[config.mk]
export PLATFORM = sky130hd
export DESIGN_NAME = psg_bus_sequencer
export DESIGN_NICKNAME = d
export VERILOG_FILES = /design/src/rtl/psg_seq_pkg.sv /design/src/rtl/psg_req_fifo.sv /design/src/rtl/psg_bus_sequencer.sv
export SDC_FILE = /design/constraint.sdc
export NUM_CORES = 1
export LEC_CHECK = 0
export ABC_AREA = 1
export CORE_MARGIN = 3
export CORE_UTILIZATION = 67
export DETAILED_ROUTE_END_ITERATION = 6
export DONT_BUFFER_PORTS = 1
export GPL_ROUTABILITY_DRIVEN = 0
export MAX_ROUTING_LAYER = met4
export PLACE_DENSITY = 0.83
export SETUP_SLACK_MARGIN = 0.5
export SLEW_MARGIN = 0
export SYNTH_ARGS = -nofsm -noshare
export SYNTH_HDL_FRONTEND = slang
export SYNTH_SLANG_ARGS = --single-unit
[constraint.sdc]
create_clock -name clk -period 5.4 [get_ports clk]
set_input_delay 1.62 -clock clk [delete_from_list [all_inputs] [get_ports clk]]
set_output_delay 1.62 -clock clk [all_outputs]
set_load 0.01 [all_outputs]
[src/rtl/psg_seq_pkg.sv]
// Shared types for the PSG bus sequencer: FSM states, request record and
// the default register image written by the init sequence.
package psg_seq_pkg;

  typedef enum logic [3:0] {
    IDLE, A_SET, A_STB, A_HLD, D_SET, D_STB, D_HLD, R_STB, RECOVER
  } psg_state_e;

  localparam int INIT_NUM_REGS = 16;

  typedef struct packed {
    logic       we;
    logic [3:0] addr;
    logic [7:0] wdata;
  } psg_req_t;

  // R7=3F keeps tone/noise muted and the I/O ports as inputs; R14/R15 idle high.
  function automatic logic [7:0] psg_init_value(input logic [3:0] addr);
    case (addr)
      4'd7:         return 8'h3F;
      4'd14, 4'd15: return 8'hFF;
      default:      return 8'h00;
    endcase
  endfunction

endpackage

[src/rtl/psg_req_fifo.sv]
// Show-ahead synchronous FIFO for queued CPU requests; full is registered so
// the upstream ready is a clean flop output.
module psg_req_fifo
  import psg_seq_pkg::*;
#(
  parameter int DEPTH = 4
) (
  input  logic     clk,
  input  logic     rst,
  input  logic     push,
  input  logic     pop,
  input  psg_req_t wdata,
  output psg_req_t rdata,
  output logic     full,
  output logic     empty
);
  localparam int AW = $clog2(DEPTH);

  psg_req_t        mem_q [DEPTH];
  logic [AW-1:0]   wr_ptr_q, wr_ptr_d;
  logic [AW-1:0]   rd_ptr_q, rd_ptr_d;
  logic [AW:0]     count_q, count_d;
  logic            full_q, full_d;
  logic            do_push, do_pop;

  always_comb begin
    do_push  = push && !full_q;
    do_pop   = pop && (count_q != '0);
    wr_ptr_d = do_push ? wr_ptr_q + AW'(1) : wr_ptr_q;
    rd_ptr_d = do_pop  ? rd_ptr_q + AW'(1) : rd_ptr_q;
    count_d  = count_q + (AW+1)'(do_push) - (AW+1)'(do_pop);
    full_d   = (count_d == (AW+1)'(DEPTH));
  end

  always_ff @(posedge clk) begin
    if (rst) begin
      wr_ptr_q <= '0;
      rd_ptr_q <= '0;
      count_q  <= '0;
      full_q   <= 1'b0;
    end else begin
      wr_ptr_q <= wr_ptr_d;
      rd_ptr_q <= rd_ptr_d;
      count_q  <= count_d;
      full_q   <= full_d;
    end
  end

  always_ff @(posedge clk) begin
    if (do_push) mem_q[wr_ptr_q] <= wdata;
  end

  assign rdata = mem_q[rd_ptr_q];
  assign full  = full_q;
  assign empty = (count_q == '0);

endmodule

[src/rtl/psg_bus_sequencer.sv]
// Expands queued CPU register accesses and the init image into timed
// cs_n/asel/wr_n/rd_n strobes for an indirectly addressed PSG.
module psg_bus_sequencer
  import psg_seq_pkg::*;
#(
  parameter int FIFO_DEPTH = 4,
  parameter int STB_CYCLES = 2,
  parameter int GAP_CYCLES = 4
) (
  input  logic       clk,
  input  logic       rst,
  input  logic       init_start,
  output logic       init_busy,
  input  logic       req_valid,
  output logic       req_ready,
  input  logic       req_we,
  input  logic [3:0] req_addr,
  input  logic [7:0] req_wdata,
  output logic       rd_valid,
  output logic [7:0] rd_data,
  output logic       psg_cs_n,
  output logic       psg_asel,
  output logic       psg_wr_n,
  output logic       psg_rd_n,
  output logic [7:0] psg_di,
  input  logic [7:0] psg_do
);
  localparam int CNT_MAX = (STB_CYCLES > GAP_CYCLES) ? STB_CYCLES : GAP_CYCLES;
  localparam int CW      = (CNT_MAX > 1) ? $clog2(CNT_MAX) : 1;

  psg_state_e state_q, state_d;
  logic [CW-1:0] cnt_q, cnt_d;
  psg_req_t   cur_q, cur_d;
  logic       cur_init_q, cur_init_d;
  logic       init_busy_q, init_busy_d;
  logic [3:0] init_ptr_q, init_ptr_d;
  logic       rd_valid_q, rd_valid_d;
  logic [7:0] rd_data_q, rd_data_d;
  logic       cs_n_q, cs_n_d, asel_q, asel_d, wr_n_q, wr_n_d, rd_n_q, rd_n_d;
  logic [7:0] di_q, di_d;

  psg_req_t   fifo_head;
  logic       fifo_pop, fifo_full, fifo_empty;
  logic       stb_last, gap_last;

  psg_req_fifo #(.DEPTH(FIFO_DEPTH)) u_fifo (
    .clk   (clk),
    .rst   (rst),
    .push  (req_valid),
    .pop   (fifo_pop),
    .wdata ('{we: req_we, addr: req_addr, wdata: req_wdata}),
    .rdata (fifo_head),
    .full  (fifo_full),
    .empty (fifo_empty)
  );

  assign stb_last = (cnt_q == CW'(STB_CYCLES - 1));
  assign gap_last = (cnt_q == CW'(GAP_CYCLES - 1));

  always_ff @(posedge clk) begin
    if (rst) begin
      state_q     <= IDLE;
      cnt_q       <= '0;
      cur_q       <= '0;
      cur_init_q  <= 1'b0;
      init_busy_q <= 1'b0;
      init_ptr_q  <= '0;
      rd_valid_q  <= 1'b0;
      rd_data_q   <= '0;
      cs_n_q      <= 1'b1;
      asel_q      <= 1'b0;
      wr_n_q      <= 1'b1;
      rd_n_q      <= 1'b1;
      di_q        <= '0;
    end else begin
      state_q     <= state_d;
      cnt_q       <= cnt_d;
      cur_q       <= cur_d;
      cur_init_q  <= cur_init_d;
      init_busy_q <= init_busy_d;
      init_ptr_q  <= init_ptr_d;
      rd_valid_q  <= rd_valid_d;
      rd_data_q   <= rd_data_d;
      cs_n_q      <= cs_n_d;
      asel_q      <= asel_d;
      wr_n_q      <= wr_n_d;
      rd_n_q      <= rd_n_d;
      di_q        <= di_d;
    end
  end

  // Arbitration only happens in IDLE, so a started CPU access always finishes first.
  always_comb begin
    state_d    = state_q;
    cur_d      = cur_q;
    cur_init_d = cur_init_q;
    fifo_pop   = 1'b0;
    case (state_q)
      IDLE: begin
        if (init_busy_q) begin
          state_d    = A_SET;
          cur_init_d = 1'b1;
          cur_d      = '{we: 1'b1, addr: init_ptr_q, wdata: psg_init_value(init_ptr_q)};
        end else if (!fifo_empty) begin
          state_d    = A_SET;
          cur_init_d = 1'b0;
          cur_d      = fifo_head;
          fifo_pop   = 1'b1;
        end
      end
      A_SET:   state_d = A_STB;
      A_STB:   if (stb_last) state_d = A_HLD;
      A_HLD:   state_d = cur_q.we ? D_SET : R_STB;
      D_SET:   state_d = D_STB;
      D_STB:   if (stb_last) state_d = D_HLD;
      D_HLD:   state_d = RECOVER;
      R_STB:   if (stb_last) state_d = RECOVER;
      RECOVER: if (gap_last) state_d = IDLE;
      default: state_d = IDLE;
    endcase
    cnt_d = (state_d != state_q) ? '0 : cnt_q + CW'(1);
  end

  always_comb begin
    init_busy_d = init_busy_q;
    init_ptr_d  = init_ptr_q;
    rd_valid_d  = 1'b0;
    rd_data_d   = rd_data_q;
    if (init_start && !init_busy_q) init_busy_d = 1'b1;
    if (state_q == RECOVER && gap_last && cur_init_q) begin
      init_ptr_d = init_ptr_q + 4'd1;
      if (init_ptr_q == 4'(INIT_NUM_REGS - 1)) init_busy_d = 1'b0;
    end
    if (state_q == R_STB && stb_last) begin
      rd_valid_d = 1'b1;
      rd_data_d  = psg_do;
    end
  end

  // Pins are decoded from the next state so they land in flops aligned with state_q.
  always_comb begin
    cs_n_d = 1'b1;
    asel_d = 1'b0;
    wr_n_d = 1'b1;
    rd_n_d = 1'b1;
    di_d   = '0;
    case (state_d)
      A_SET, A_HLD: begin cs_n_d = 1'b0; asel_d = 1'b1; di_d = {4'h0, cur_d.addr}; end
      A_STB:        begin cs_n_d = 1'b0; asel_d = 1'b1; di_d = {4'h0, cur_d.addr}; wr_n_d = 1'b0; end
      D_SET, D_HLD: begin cs_n_d = 1'b0; di_d = cur_d.wdata; end
      D_STB:        begin cs_n_d = 1'b0; di_d = cur_d.wdata; wr_n_d = 1'b0; end
      R_STB:        begin cs_n_d = 1'b0; rd_n_d = 1'b0; end
      default: ;
    endcase
  end

  assign init_busy = init_busy_q;
  assign req_ready = !fifo_full;
  assign rd_valid  = rd_valid_q;
  assign rd_data   = rd_data_q;
  assign psg_cs_n  = cs_n_q;
  assign psg_asel  = asel_q;
  assign psg_wr_n  = wr_n_q;
  assign psg_rd_n  = rd_n_q;
  assign psg_di    = di_q;

endmodule

==> metrics.md <==
| Metric | Value |
|---|---|
| Reg2Reg Capture Point | `u_fifo.full` |
| Hold slack | `0.477 ns` |
| CP peak stage delay | `0.38 ns` |
| Postcts setup bufs | `0` |
| WP data required | `5.70 ns` |
| Via count | `3,044` |
| Worst-Margin Slew | `1.20 ns` |
| Async SR Flop Fraction | `0%` |
| Clock-pin slew on the worst setup and hold paths | `0.10 ns` |
| R2R Setup Slk | `2.75 ns` |
| Port bufs | `0` |
| Synth Flop Type | `dfxtp_1` |
| Worst rel slew slack | `19.7%` |
| CP bufs+invs | `1` |
| Unique masters post-synth | `34` |
| Post-synthesis cell count | `456` |
| Most common cell after layout, fill and taps aside | `nand2_1` |
| Critical path endpoint category | `register` |
| Hold Path End | `cnt_q[0]` |
| DRC viols | `0` |
| Initial Util | `72.0%` |
| Total Wirelength | `8.11 mm` |
| Synthesized flop and latch total | `108` |
| # diodes | `0` |
| Worst reg-to-reg path cell count | `11` |
| Total CTS buffers | `9` |
| NumNets Final | `490` |
| CP arrival | `3.07 ns` |
| Crit Path Class | `in -> reg` |
| Cts hold-fix bufs | `0` |
| Layout cell share with drive strength beyond 1 | `7.41%` |
| DPL Wire Length | `5.65 mm` |
| GRT Residual Overflow | `0` |
| Worst hold stages | `1` |
| Die area | `7600 um^2` |
| Clk root buf | `clkbuf_8` |
| HP Start | `cnt_q[0]` |
| Clk sink count | `108` |
| Clk_lat worst skew | `0.37 ns` |
| Chip Width | `87.2 um` |
| Run status | `completed` |
| Warning count from the yosys run | `0` |
| Final clock skew | `0.0111 ns` |
| Core footprint | `6130 um^2` |
| Min-Delay Path Class | `reg -> reg` |
| Fillers | `406` |
| RSZ-0062 raised after global routing | `false` |
| First-pass GRT wire length | `13.5 mm` |
| Max FO, Critical Path | `9` |
| Starting DRT DRC Count | `328` |
| Maximum clock insertion buffer count | `2` |
| Final setup viols | `0` |
| CP Launch Type | `primary input` |
| Area grow syn2layout | `5.67%` |
| Num rows | `28` |
| Initial antenna violation count | `0` |
| Max frequency | `361 MHz` |
| Tot GR Track Use | `24.3%` |
| CP top delay family | `adder cells` |
| Largest net degree at the start of global routing | `32` |
| Max Cap Viol | `0` |
| Slew Limit Fails | `0` |
| Reg2reg start | `state_q[0]` |
| Post-DRT Antenna Nets | `0` |
| H-tree depth | `3` |
| Setup TNS | `0 ns` |
| 1st-pass router iterations | `5` |
| Vias in the first global route | `2,906` |
| Syn nets | `492` |
| Synth Area per Inst | `9.68 um^2` |
| Period utilization | `51.3%` |
| Most used cell, CP | `nand2_1` |
| Sequential share of the synthesized area | `60.8%` |
| Most frequent cells in the layout | `79 x nand2_1, 56 x inv_1, 56 x dfxtp_1, 52 x edfxtp_1, 49 x nor2_1` |
| Post-CTS resize count | `0` |
| EDFF count, synth | `52` |
| Die height | `87.2 um` |
| DR WL/cell | `15.2 um` |
| Worst-path cell chain | `nand2_1 > inv_1 > ha_1 > fa_1 > xnor2_1 > xor2_1 > nand2_1 > nor3_1` |
| Tmin final | `2.77 ns` |
| Final hold viol count | `0` |
| Pwr dens | `490 nW/um^2` |
| IO Count | `48` |
| CP max-delay cell | `fa_1` |
| Max VDD drop | `0.403 mV` |
| CTS tree | `built` |
| DR vias/cell | `5.70` |
| Post-Syn Area | `4410 um^2` |
| Static leakage | `0.00190 uW` |
## layer usage
| layer | global-route usage [%] | share of wire [%] | wire [um] | vias up |
|---|---|---|---|---|
| met4 | 8.51 | 1.7 | 135 | 0 |
| met2 | 37.4 | 47 | 3850 | 96 |
| met1 | 31.1 | 44 | 3590 | 1432 |
| met3 | 6.72 | 6.6 | 536 | 12 |
| met5 | - | 0 | 0 | - |
| li1 | - | - | - | 1504 |
## power by group
part | switching, uW | internal [uW] | total (uW)
Combinational | 455 | 212 | 667
Sequential | 97.6 | 997 | 1090
Clock | 278 | 247 | 525
## state kept, by name, indices dropped and copies added (netlist names), 2 cells and up, named ones only
| register | count |
|---|---|
| cnt_q | 2 |
| cur_q | 13 |
| init_ptr_q | 4 |
| psg_di | 8 |
| rd_data | 8 |
| state_q | 4 |
| u_fifo.count_q | 3 |
| u_fifo.mem_q | 52 |
| u_fifo.rd_ptr_q | 2 |
| u_fifo.wr_ptr_q | 2 |
## synthesized netlist by cell type (4+ instances only)
cell type | instances | share of area, %
a21oi_1 | 23 | 2.6
nand3_1 | 24 | 2.7
nand2_1 | 79 | 6.7
nor3_1 | 8 | 0.91
nor2_4 | 4 | 1.0
clkbuf_1 | 10 | 0.85
dfxtp_1 | 56 | 25
ha_1 | 10 | 2.8
o22ai_1 | 5 | 0.71
a31oi_1 | 4 | 0.57
nor2_2 | 4 | 0.57
o21ai_0 | 38 | 4.3
o211ai_1 | 9 | 1.5
inv_1 | 56 | 4.8
nor2_1 | 49 | 4.2
edfxtp_1 | 52 | 35
## stage by stage
step	utilization (%)	setup slack, ns	area (um^2)	cells	total power, uW
3_3_place_gp	72.5	2.32	4440	518	1750
5_1_grt	76.1	2.46	4660	534	2450
3_5_place_dp	72.5	2.21	4440	518	1770
4_1_cts	76.1	2.62	4660	534	2290
2_1_floorplan	-	2.41	4410	456	1640
6_report	76.1	2.63	4660	534	2290
## logic make-up after synthesis
family | after synthesis | synth area share (%)
simple gates | 178 | 18.2
flops | 108 | 60.8
compound gates | 83 | 10.6
buf+inv | 73 | 6.55
fa+ha+maj | 11 | 3.29
xor+xnor | 3 | 0.596
## cell type report
cell class	instances	area (um^2)	area share, %
clock inverters	7	96.3	2.07
well taps	75	93.8	2.01
multi-input cells	275	1440	30.9
flip-flops and latches	108	2680	57.5
clock buffers	9	124	2.66
inverters	60	225	4.83
## worst max path at each step
stage | start | to | depth (start not counted) | slack (ns)
after floorplan | req_valid | u_fifo.full | 8 | 2.41
final | req_valid | u_fifo.full | 8 | 2.63
after CTS | req_valid | u_fifo.full | 8 | 2.62
after detailed placement | req_valid | u_fifo.mem_q[0][6] | 2 | 2.21
after global routing | req_valid | u_fifo.full | 8 | 2.46
after global placement | req_valid | u_fifo.full | 8 | 2.32
Power figures use the tool's default switching activity.
